[src/rtl/usart_pkg.sv]
// -----------------------------------------------------------------------------
// usart_pkg
// Shared definitions for the USART transmitter (and the later receiver):
//   - default bus addresses of TXREG / TXSTA / SPBRG
//   - TXSTA bit positions and write mask
//   - PIR1 bit driven by the transmit interrupt strobe
//   - transmitter FSM state encoding
//   - baud counter reload helper
// -----------------------------------------------------------------------------
package usart_pkg;

  localparam logic [8:0] DEF_TXREG_ADDR = 9'h019;
  localparam logic [8:0] DEF_TXSTA_ADDR = 9'h098;
  localparam logic [8:0] DEF_SPBRG_ADDR = 9'h099;

  localparam int TXSTA_CSRC = 7;
  localparam int TXSTA_TX9  = 6;
  localparam int TXSTA_TXEN = 5;
  localparam int TXSTA_SYNC = 4;
  localparam int TXSTA_BRGH = 2;
  localparam int TXSTA_TRMT = 1;
  localparam int TXSTA_TX9D = 0;

  // Bits that are actually stored on a TXSTA write; bit 3 is unimplemented
  // and TRMT is derived from the FSM.
  localparam logic [7:0] TXSTA_WMASK = 8'hF5;

  localparam int PIR1_TXIF_BIT = 4;

  typedef enum logic [2:0] {
    ST_IDLE  = 3'd0,
    ST_START = 3'd1,
    ST_DATA  = 3'd2,
    ST_NINTH = 3'd3,
    ST_STOP  = 3'd4
  } usart_tx_state_e;

  // Counter reload for one bit: (BRGH ? 16 : 64) * (SPBRG + 1) - 1.
  // Both factors are powers of two, so the product minus one is just the
  // SPBRG value with a field of ones appended.
  function automatic logic [13:0] baud_reload(input logic [7:0] spbrg,
                                              input logic       brgh);
    if (brgh) begin
      baud_reload = {2'b00, spbrg, 4'hF};
    end else begin
      baud_reload = {spbrg, 6'h3F};
    end
  endfunction

endpackage

[src/rtl/usart_baud_gen.sv]
// -----------------------------------------------------------------------------
// usart_baud_gen
// Bit-period timer shared by the USART transmitter and receiver.
// A 14-bit down-counter is loaded with BITCLKS-1 on restart and reloaded
// every time it expires, so bit_done pulses once every BITCLKS clocks while
// enabled. spbrg/brgh are sampled at every (re)load, so a rate change takes
// effect from the next bit.
// Ports:
//   clk      in   core clock
//   rst      in   synchronous active-high reset
//   spbrg    in   baud rate divisor register
//   brgh     in   high-speed select (16 vs 64 clocks per SPBRG step)
//   restart  in   load a fresh bit period on this edge
//   enable   in   count while high; bit_done is masked while low
//   bit_done out  one-cycle pulse in the last clock of each bit period
// -----------------------------------------------------------------------------
module usart_baud_gen
  import usart_pkg::*;
(
  input  logic       clk,
  input  logic       rst,
  input  logic [7:0] spbrg,
  input  logic       brgh,
  input  logic       restart,
  input  logic       enable,
  output logic       bit_done
);

  logic [13:0] r_cnt;
  logic [13:0] w_reload;

  assign w_reload = baud_reload(spbrg, brgh);
  assign bit_done = enable & (r_cnt == 14'd0);

  // Bit-period down-counter with reload on restart or expiry.
  always_ff @(posedge clk) begin
    if (rst) begin
      r_cnt <= 14'd0;
    end else if (restart || bit_done) begin
      r_cnt <= w_reload;
    end else if (enable) begin
      r_cnt <= r_cnt - 14'd1;
    end else begin
      r_cnt <= r_cnt;
    end
  end

endmodule

[src/rtl/usart_tx_peripheral.sv]
// -----------------------------------------------------------------------------
// usart_tx_peripheral
// Asynchronous serial transmitter on the core's external peripheral bus.
// Registers TXREG (transmit buffer), TXSTA (status/control) and SPBRG (baud
// divisor). Frames: start bit, 8 data bits LSB first, optional 9th bit,
// one stop bit. tx_if_strobe pulses for one cycle each time the buffer is
// handed to the shift register (TXIF in PIR1).
// Ports:
//   clk           in   core clock
//   rst           in   synchronous active-high reset
//   addr[8:0]     in   peripheral bus address
//   wr_en         in   write strobe for data_in to the addressed register
//   data_in[7:0]  in   write data
//   data_out[7:0] out  combinational read data, 8'h00 for undecoded addresses
//   tx            out  serial line, idle high
//   tx_if_strobe  out  one-cycle transmit interrupt pulse
// -----------------------------------------------------------------------------
module usart_tx_peripheral
  import usart_pkg::*;
#(
  parameter logic [8:0] TXREG_ADDR = DEF_TXREG_ADDR,
  parameter logic [8:0] TXSTA_ADDR = DEF_TXSTA_ADDR,
  parameter logic [8:0] SPBRG_ADDR = DEF_SPBRG_ADDR
) (
  input  logic       clk,
  input  logic       rst,
  input  logic [8:0] addr,
  input  logic       wr_en,
  input  logic [7:0] data_in,
  output logic [7:0] data_out,
  output logic       tx,
  output logic       tx_if_strobe
);

  usart_tx_state_e r_state;
  usart_tx_state_e w_state_nxt;

  logic [7:0] r_txsta;
  logic [7:0] r_spbrg;
  logic [7:0] r_buf;
  logic       r_buf_full;
  logic [7:0] r_tsr;
  logic       r_tsr9;
  logic [2:0] r_idx;
  logic       r_tx;
  logic       r_strobe;

  logic [2:0] w_idx_nxt;
  logic       w_transfer;
  logic       w_tx_nxt;
  logic       w_run;
  logic       w_busy;
  logic       w_bit_done;
  logic       w_wr_txreg;
  logic       w_wr_txsta;
  logic       w_wr_spbrg;
  logic       w_trmt;
  logic [7:0] w_txsta_rd;

  assign w_wr_txreg = wr_en & (addr == TXREG_ADDR);
  assign w_wr_txsta = wr_en & (addr == TXSTA_ADDR);
  assign w_wr_spbrg = wr_en & (addr == SPBRG_ADDR);

  assign w_run  = r_txsta[TXSTA_TXEN] & ~r_txsta[TXSTA_SYNC];
  assign w_busy = (r_state != ST_IDLE);
  assign w_trmt = ~w_busy;

  assign w_txsta_rd = {r_txsta[7:2], w_trmt, r_txsta[0]};

  assign tx           = r_tx;
  assign tx_if_strobe = r_strobe;

  usart_baud_gen u_baud (
    .clk      (clk),
    .rst      (rst),
    .spbrg    (r_spbrg),
    .brgh     (r_txsta[TXSTA_BRGH]),
    .restart  (w_transfer),
    .enable   (w_busy),
    .bit_done (w_bit_done)
  );

  // Read mux; zero for foreign addresses so peripherals can be OR-combined.
  always_comb begin
    data_out = 8'h00;
    case (addr)
      TXREG_ADDR: data_out = r_buf;
      TXSTA_ADDR: data_out = w_txsta_rd;
      SPBRG_ADDR: data_out = r_spbrg;
      default:    data_out = 8'h00;
    endcase
  end

  // Next-state logic: frame sequencing, buffer-to-shifter transfer, abort.
  always_comb begin
    w_state_nxt = r_state;
    w_idx_nxt   = r_idx;
    w_transfer  = 1'b0;
    if (!w_run) begin
      // Disabled or switched to synchronous mode: drop everything.
      w_state_nxt = ST_IDLE;
    end else begin
      case (r_state)
        ST_IDLE: begin
          if (r_buf_full) begin
            w_transfer  = 1'b1;
            w_state_nxt = ST_START;
          end else begin
            w_state_nxt = ST_IDLE;
          end
        end
        ST_START: begin
          if (w_bit_done) begin
            w_state_nxt = ST_DATA;
            w_idx_nxt   = 3'd0;
          end else begin
            w_state_nxt = ST_START;
          end
        end
        ST_DATA: begin
          if (w_bit_done) begin
            if (r_idx == 3'd7) begin
              w_state_nxt = r_txsta[TXSTA_TX9] ? ST_NINTH : ST_STOP;
            end else begin
              w_idx_nxt = r_idx + 3'd1;
            end
          end else begin
            w_state_nxt = ST_DATA;
          end
        end
        ST_NINTH: begin
          if (w_bit_done) begin
            w_state_nxt = ST_STOP;
          end else begin
            w_state_nxt = ST_NINTH;
          end
        end
        ST_STOP: begin
          if (w_bit_done) begin
            if (r_buf_full) begin
              // Back-to-back frame: no idle gap after the stop bit.
              w_transfer  = 1'b1;
              w_state_nxt = ST_START;
            end else begin
              w_state_nxt = ST_IDLE;
            end
          end else begin
            w_state_nxt = ST_STOP;
          end
        end
        default: w_state_nxt = ST_IDLE;
      endcase
    end
  end

  // Line level for the next cycle. It follows the current state, so the
  // line lags the FSM by one clock; an abort forces it high immediately.
  always_comb begin
    w_tx_nxt = 1'b1;
    if (!w_run) begin
      w_tx_nxt = 1'b1;
    end else begin
      case (r_state)
        ST_START: w_tx_nxt = 1'b0;
        ST_DATA:  w_tx_nxt = r_tsr[r_idx];
        ST_NINTH: w_tx_nxt = r_tsr9;
        ST_STOP:  w_tx_nxt = 1'b1;
        default:  w_tx_nxt = 1'b1;
      endcase
    end
  end

  // FSM state, bit index and registered outputs.
  always_ff @(posedge clk) begin
    if (rst) begin
      r_state  <= ST_IDLE;
      r_idx    <= 3'd0;
      r_tx     <= 1'b1;
      r_strobe <= 1'b0;
    end else begin
      r_state  <= w_state_nxt;
      r_idx    <= w_idx_nxt;
      r_tx     <= w_tx_nxt;
      r_strobe <= w_transfer;
    end
  end

  // Control registers written from the bus.
  always_ff @(posedge clk) begin
    if (rst) begin
      r_txsta <= 8'h00;
      r_spbrg <= 8'h00;
    end else begin
      if (w_wr_txsta) begin
        r_txsta <= data_in & TXSTA_WMASK;
      end
      if (w_wr_spbrg) begin
        r_spbrg <= data_in;
      end
    end
  end

  // Transmit buffer. A write on the transfer edge wins, so the new byte
  // stays queued while the old one moves to the shifter.
  always_ff @(posedge clk) begin
    if (rst) begin
      r_buf      <= 8'h00;
      r_buf_full <= 1'b0;
    end else if (w_wr_txreg) begin
      r_buf      <= data_in;
      r_buf_full <= 1'b1;
    end else if (w_transfer || !w_run) begin
      r_buf_full <= 1'b0;
    end else begin
      r_buf_full <= r_buf_full;
    end
  end

  // Shift register and ninth bit, captured together at transfer.
  always_ff @(posedge clk) begin
    if (rst) begin
      r_tsr  <= 8'h00;
      r_tsr9 <= 1'b0;
    end else if (w_transfer) begin
      r_tsr  <= r_buf;
      r_tsr9 <= r_txsta[TXSTA_TX9D];
    end else begin
      r_tsr  <= r_tsr;
      r_tsr9 <= r_tsr9;
    end
  end

endmodule
[config.mk]
export PLATFORM = sky130hd
export DESIGN_NAME = usart_tx_peripheral
export DESIGN_NICKNAME = d
export VERILOG_FILES = /design/src/rtl/usart_pkg.sv /design/src/rtl/usart_baud_gen.sv /design/src/rtl/usart_tx_peripheral.sv
export SDC_FILE = /design/constraint.sdc
export NUM_CORES = 1
export LEC_CHECK = 0
export CELL_PAD_IN_SITES_DETAIL_PLACEMENT = 1
export CELL_PAD_IN_SITES_GLOBAL_PLACEMENT = 1
export CORE_MARGIN = 8
export CORE_UTILIZATION = 30
export CTS_CLUSTER_SIZE = 20
export DETAILED_ROUTE_END_ITERATION = 6
export GPL_TIMING_DRIVEN = 0
export PLACE_DENSITY_LB_ADDON = 0.1
export SLEW_MARGIN = 10
export SYNTH_ARGS = -nofsm -noshare
export SYNTH_HDL_FRONTEND = slang
export SYNTH_SLANG_ARGS = --single-unit
[constraint.sdc]
create_clock -name clk -period 4.1 [get_ports clk]
set_input_delay 0.41 -clock clk [delete_from_list [all_inputs] [get_ports clk]]
set_output_delay 0.41 -clock clk [all_outputs]
set_load 0.02 [all_outputs]
# Word level (Yosys, flattened, before mapping)
# Index checks and enable logic that the tools add are counted.
totals:
  register_bits: 54
  latchBits: 0
  ram_bits: 0
  mem_bits_ro: 0
  in_bits: 20
  output_inout_bits: 10
  elab_cells: 70
  memories: 0
op_classes:
  addsub: 2
  mul: 0
  n_div: 0
  order_cmp: 1
  eq_ne: 12
  shifts: 0
  n_mux: 25
  bitwise: 8
  n_reduce_logical: 11
ops:
  columns: ["operator", "count"]
  rows:
  - ["14-bit 2-to-1 mux", 3]
  - ["3-bit 2-to-1 mux", 8]
  - ["8-bit one-hot mux with 3 select lines", 1]
  - ["9-bit by 8-bit equality test with 1-bit output, second input constant", 2]
  - ["3-bit one-hot mux with 5 select lines", 1]
  - ["14-bit zero test", 1]
  - ["14-bit by 1-bit subtractor with 14-bit output, second input constant", 1]
  - ["9-bit by 5-bit equality test with 1-bit output, second input constant", 1]
  - ["1-bit 2-to-1 mux", 7]
  - ["3-bit by 2-bit equality test with 1-bit output, second input constant", 2]
  - ["3-bit equality test, second input constant", 2]
  - ["3-bit one-hot mux with 2 select lines", 1]
  - ["2-bit nonzero test", 3]
  - ["1-bit AND", 5]
  - ["5-bit AND reduction", 1]
  - ["3-bit by 4-bit less-than comparator with 1-bit output, second input constant", 1]
  - ["2-bit by 1-bit inequality test with 1-bit output, second input constant", 2]
  - ["3-bit by 1-bit adder with 3-bit output, second input constant", 1]
  - ["1-bit binary-select mux with 3-bit select", 1]
  - ["3-bit by 1-bit equality test with 1-bit output, second input constant", 1]
  - ["3-bit zero test", 1]
  - ["3-bit inequality test, second input constant", 1]
  - ["1-bit NOT", 3]
  - ["1-bit one-hot mux with 3 select lines", 1]
  - ["7 further kinds", 8]

# Depth between registers and ports, before layout
logic_depth:
  depth_word: 8
  mapped_depth: 8
  depth_no_buf: 7

# Hierarchy
# From an unflattened synthesis, not the netlist that was laid out.
hier_totals:
  cells_unflattened: 305
  area_unflattened_um2: 2834.0
modules_own_cells:
  columns: ["mod", "n_inst", "cells_each", "area_per_inst_um2"]
  rows:
  - ["usart_tx_peripheral", 1, 201, 1896.8]
  - ["usart_baud_gen", 1, 104, 937.1]

# Least setup slack after synthesis
# No wires, ideal clock.
synth_path:
  kind: "input-to-output"
  from: "input addr[8]"
  to: "output data_out[3]"
  arrival_time_ns: 1.734
  required_time_ns: 3.690
  setup_slack_ns: 1.956
  stages: 6
  path_cell_list: "nor3_1 -> nor2b_1 -> and3_1 -> clkbuf_1 -> clkbuf_1 -> a22o_1"
synth_between:
  elab_chain_cells: 2
  elab_cells_between_ends: 4
  classes_between: "3 x eq/ne; 1 x mux"
synth_rtl:
  columns: ["item", "line_no", "source"]
  rows:
  - ["start: declaration", "usart_tx_peripheral.sv:27", "input logic [8:0] addr,"]
  - ["9-bit by 8-bit equality test with 1-bit output or 9-bit by 5-bit equality test with 1-bit output (tied branches)", "usart_tx_peripheral.sv:86", "case (addr)"]
  - ["8-bit one-hot mux with 3 select lines *", "usart_tx_peripheral.sv:86", null]
  - ["end: declaration", "usart_tx_peripheral.sv:30", "output logic [7:0] data_out,"]
# Mark *: on every way between the ends. The rest lies on a longest branch, timed or not.

# Worst setup path after layout
layout_path:
  from: "input addr[8]"
  to: "output data_out[1]"
# Same word-level chain as after synthesis.

==> impl_metrics.csv <==
group,metric,value,unit
timing,timing.fmax,295,MHz
synth,yosys_warnings,0,
hold_path,min_path_cells,2,
clocking,clk_pin_slew_worst_paths,0.11,ns
setup_path,cp_top_family,"buffers and inverters",
setup_path,end_kind,"primary output",
synth,synth-xor-area-share,0.0359,
global_routing,antenna_found_initial,0,
synth,ys_seq_elements,54,
hold_path,hp-start,"r_txsta[7]$_SDFFE_PP0P_",
setup_path,cp_max_fo,10,
drt,wire_per_inst,17.5,µm
drt,vias,2419,
clocking,post_cts_buffers,0,
global_routing,grt-ovfl-total,0,
floorplanning,core,8680,µm²
floorplanning,die_y,111,µm
clocking,cts_buffer_depth,2,
synth,synth_top_family_by_area,"simple AND/OR/NAND/NOR gates",
finish,nNetsFinal,373,
timing,worst_slack,0.706,ns
synth,synth_compound_area_frac,0.171,
clocking,clockRootBuffer,"clkbuf_8",
setup_path,max_stage_delay,0.60,ns
timing,worst_pin_slew,0.918,ns
timing,min_period,3.39,ns
finish,fillCellCount,1049,
setup_path,cp.required,3.69,ns
synth,yosysSeqAreaShare,0.403,
power,p_leak,1.13,nW
drt,dr.pass1.iters,4,
power,finalPower,0.000886,W
floorplanning,die_x,111,µm
global_routing,grt_first_pass_wirelength,13.5,mm
clocking,cts_tree,"done",
clocking,cts.sinks,54,
synth,syn_area,2680,µm²
floorplanning,die_area,12200,µm²
finish,antenna_cells,0,
clocking,cts_hold_buf,0,
synth,syn_inst,315,
hold_path,hp-class,"flip-flop to flip-flop",
synth,yosysUniqueCellTypes,46,
setup_path,r2r_end,"u_baud.r_cnt[4]$_SDFFE_PP0P_",
floorplanning,rows,34,
synth,ys.flop_type,"dfxtp_1",
clocking,cts_buffers,5,
timing,rsz0062_at_grt,"no",
synth,syn_avg_cell_area,8.52,µm²
floorplanning,io_pins,30,
setup_path,crit_slowest_cell,"clkdlybuf4s50_1",
power,vdd_ir_drop_max,148,µV
synth,ys_async_sr_fraction,0,
floorplanning,start_util,0.309,
setup_path,reg2regPathDepth,6,
global_routing,grt_usage,0.132,
finish,syn_to_final_growth,18.6,%
timing,clock_skew,0.00980,ns
synth,synth_nets,339,
drt,vias_per_cell,5.28,
setup_path,crit_path_start_kind,"input port",
clocking,cts_resized,0,
global_routing,grt_pass1_vias,2616,
drt,wl,8.00,mm
timing,max_slew_margin,0.384,
timing,maxSlewViolCount,0,
power,power_density,278,nW/µm²
clocking,clk_latency,0.32,ns
place,place_congestion,0.784,
finish,layout-drive-gt1-share,0.0571,
synth,synth_mux_area_frac,0.0690,
timing,min_period_over_period,0.828,
run_status,status,"completed",
synth,synth-simple-area-share,0.258,
clocking,h-tree-depth,2,
drt,drt_iter0_markers,78,
setup_path,path_class,"input port to primary output",
place,place.port_buffers,27,
timing,finalSetupViolCount,0,
synth,synth-edff-count,0,
hold_path,min_to,"r_txsta[7]$_SDFFE_PP0P_",
setup_path,worstReg2RegStart,"u_baud.r_cnt[2]$_SDFFE_PP0P_",
drt,drc,0,
place,dp_slack,0.688,ns
setup_path,r2r_slack,1.73,ns
setup_path,path_cells,"clkdlybuf4s50_1 > nor3_1 > nor2b_1 > and3_1 > clkbuf_1 > clkbuf_1 > a222oi_1 > inv_1 > clkdlybuf4s50_1",
drt,drtAntennaViolNets,0,
place,dp_hpwl,6.20,mm
setup_path,cp.buffers_inverters,5,
synth,synthAdderAreaFrac,0.0187,
setup_path,crit_arrival,2.98,ns
timing,setup_tns,0,ns
timing,hold_violations,0,
global_routing,grt_start_max_net_pins,19,
job,drv_cap,0,
[placed cells by master (no fill, tap or decap), types with 10 or more instances in the layout]
cell	Yosys	layout
a211oi_1	10	10
a21oi_1	34	34
clkbuf_1	19	19
clkdlybuf4s50_1	0	27
dfxtp_1	54	54
inv_1	10	10
mux2i_1	14	14
nand2_1	34	34
nand3_1	27	27
nor2_1	24	24
[layout make-up]
type | instances | area (µm²) | share of cell area
multi-input cells | 230 | 1480 | 0.466
flip-flops and latches | 54 | 1080 | 0.340
repair buffers | 27 | 270 | 0.0850
well taps | 108 | 135 | 0.0425
plain buffers | 21 | 81.3 | 0.0256
clock buffers | 5 | 68.8 | 0.0216
inverters | 10 | 37.5 | 0.0118
clock inverters | 3 | 23.8 | 0.00747
[logic make-up (layout without fill, tap and decap cells)]
logic type,Yosys count,count (layout)
AOI/OAI and AO/OA,68,68
xor gates and xnor gates,11,11
adders and majority gates,4,4
buffers and inverters,31,66
DFF,54,54
muxes,16,16
and+or+nand+nor,131,131
[cell usage after synthesis, types with 2 or more instances]
master / number / area [µm²]
buf_2: 2 / 10.0
clkbuf_1: 19 / 71.3
a311oi_1: 2 / 17.5
nand3_1: 27 / 135
nand4b_1: 2 / 17.5
a211oi_1: 10 / 75.1
nor4_1: 4 / 25.0
xor2_1: 3 / 26.3
a22oi_1: 3 / 22.5
and2_1: 2 / 12.5
xnor2_1: 8 / 70.1
nor2b_1: 8 / 50.1
mux2i_1: 14 / 140
nand3b_1: 3 / 22.5
ha_1: 4 / 50.1
or3_1: 3 / 18.8
or4_4: 2 / 22.5
nor2_1: 24 / 90.1
a222oi_1: 5 / 50.1
a21oi_1: 34 / 170
mux4_2: 2 / 45.0
o21ai_0: 4 / 20.0
nor3_1: 9 / 45.0
nand2_1: 34 / 128
nand2b_1: 3 / 18.8
dfxtp_1: 54 / 1080
inv_1: 10 / 37.5
nand4_1: 2 / 12.5
[flip-flops by register name, summed over array words and instances (netlist names)]
| name | cells |
|---|---|
| r_txsta | 6 |
| r_tsr9 | 1 |
| r_buf | 8 |
| r_spbrg | 8 |
| r_state | 3 |
| tx | 1 |
| r_buf_full | 1 |
| tx_if_strobe | 1 |
| u_baud.r_cnt | 14 |
| r_tsr | 8 |
| r_idx | 3 |
[through the flow]
| stage | cells | utilization | area (µm²) | hold slack [ns] |
|---|---|---|---|---|
| after global routing | 458 | 0.366 | 3180 | 0.492 |
| final | 458 | 0.366 | 3180 | 0.473 |
| after CTS | 458 | 0.366 | 3180 | 0.467 |
| after global placement | 450 | 0.356 | 3090 | 0.443 |
| after floorplan | 315 | - | 2680 | 0.432 |
| after detailed placement | 450 | 0.356 | 3090 | 0.453 |
[where the power goes]
| part | internal [W] | total [W] | switching, W |
|---|---|---|---|
| logic | 0.0000180 | 0.0000397 | 0.0000218 |
| registers | 0.000524 | 0.000525 | 0.000000180 |
| clock network | 0.000123 | 0.000322 | 0.000199 |
| total | 0.000665 | 0.000886 | 0.000221 |
[metal layers]
layer | global-route usage | share of wire
met1 | 0.164 | 0.48
met2 | 0.222 | 0.47
met3 | 0.0260 | 0.032
met4 | 0.0405 | 0.016
met5 | 0 | 0
[tightest hold or removal path, cell delays in order (launching register included)]
cell	delay, ns
dfxtp_1	0.33
nand2_1	0.05
a21oi_1	0.05
[worst max path at each step]
stage / to / start / depth (start not counted) / slack (ns)
after floorplan: data_out[3] / addr[8] / 6 / 1.96
after global placement: data_out[1] / addr[8] / 9 / 0.71
after detailed placement: data_out[1] / addr[8] / 9 / 0.69
after CTS: data_out[1] / addr[8] / 9 / 0.68
after global routing: data_out[1] / addr[8] / 9 / 0.47
final: data_out[1] / addr[8] / 9 / 0.71
No activity file was read; power rests on OpenSTA's default activity.
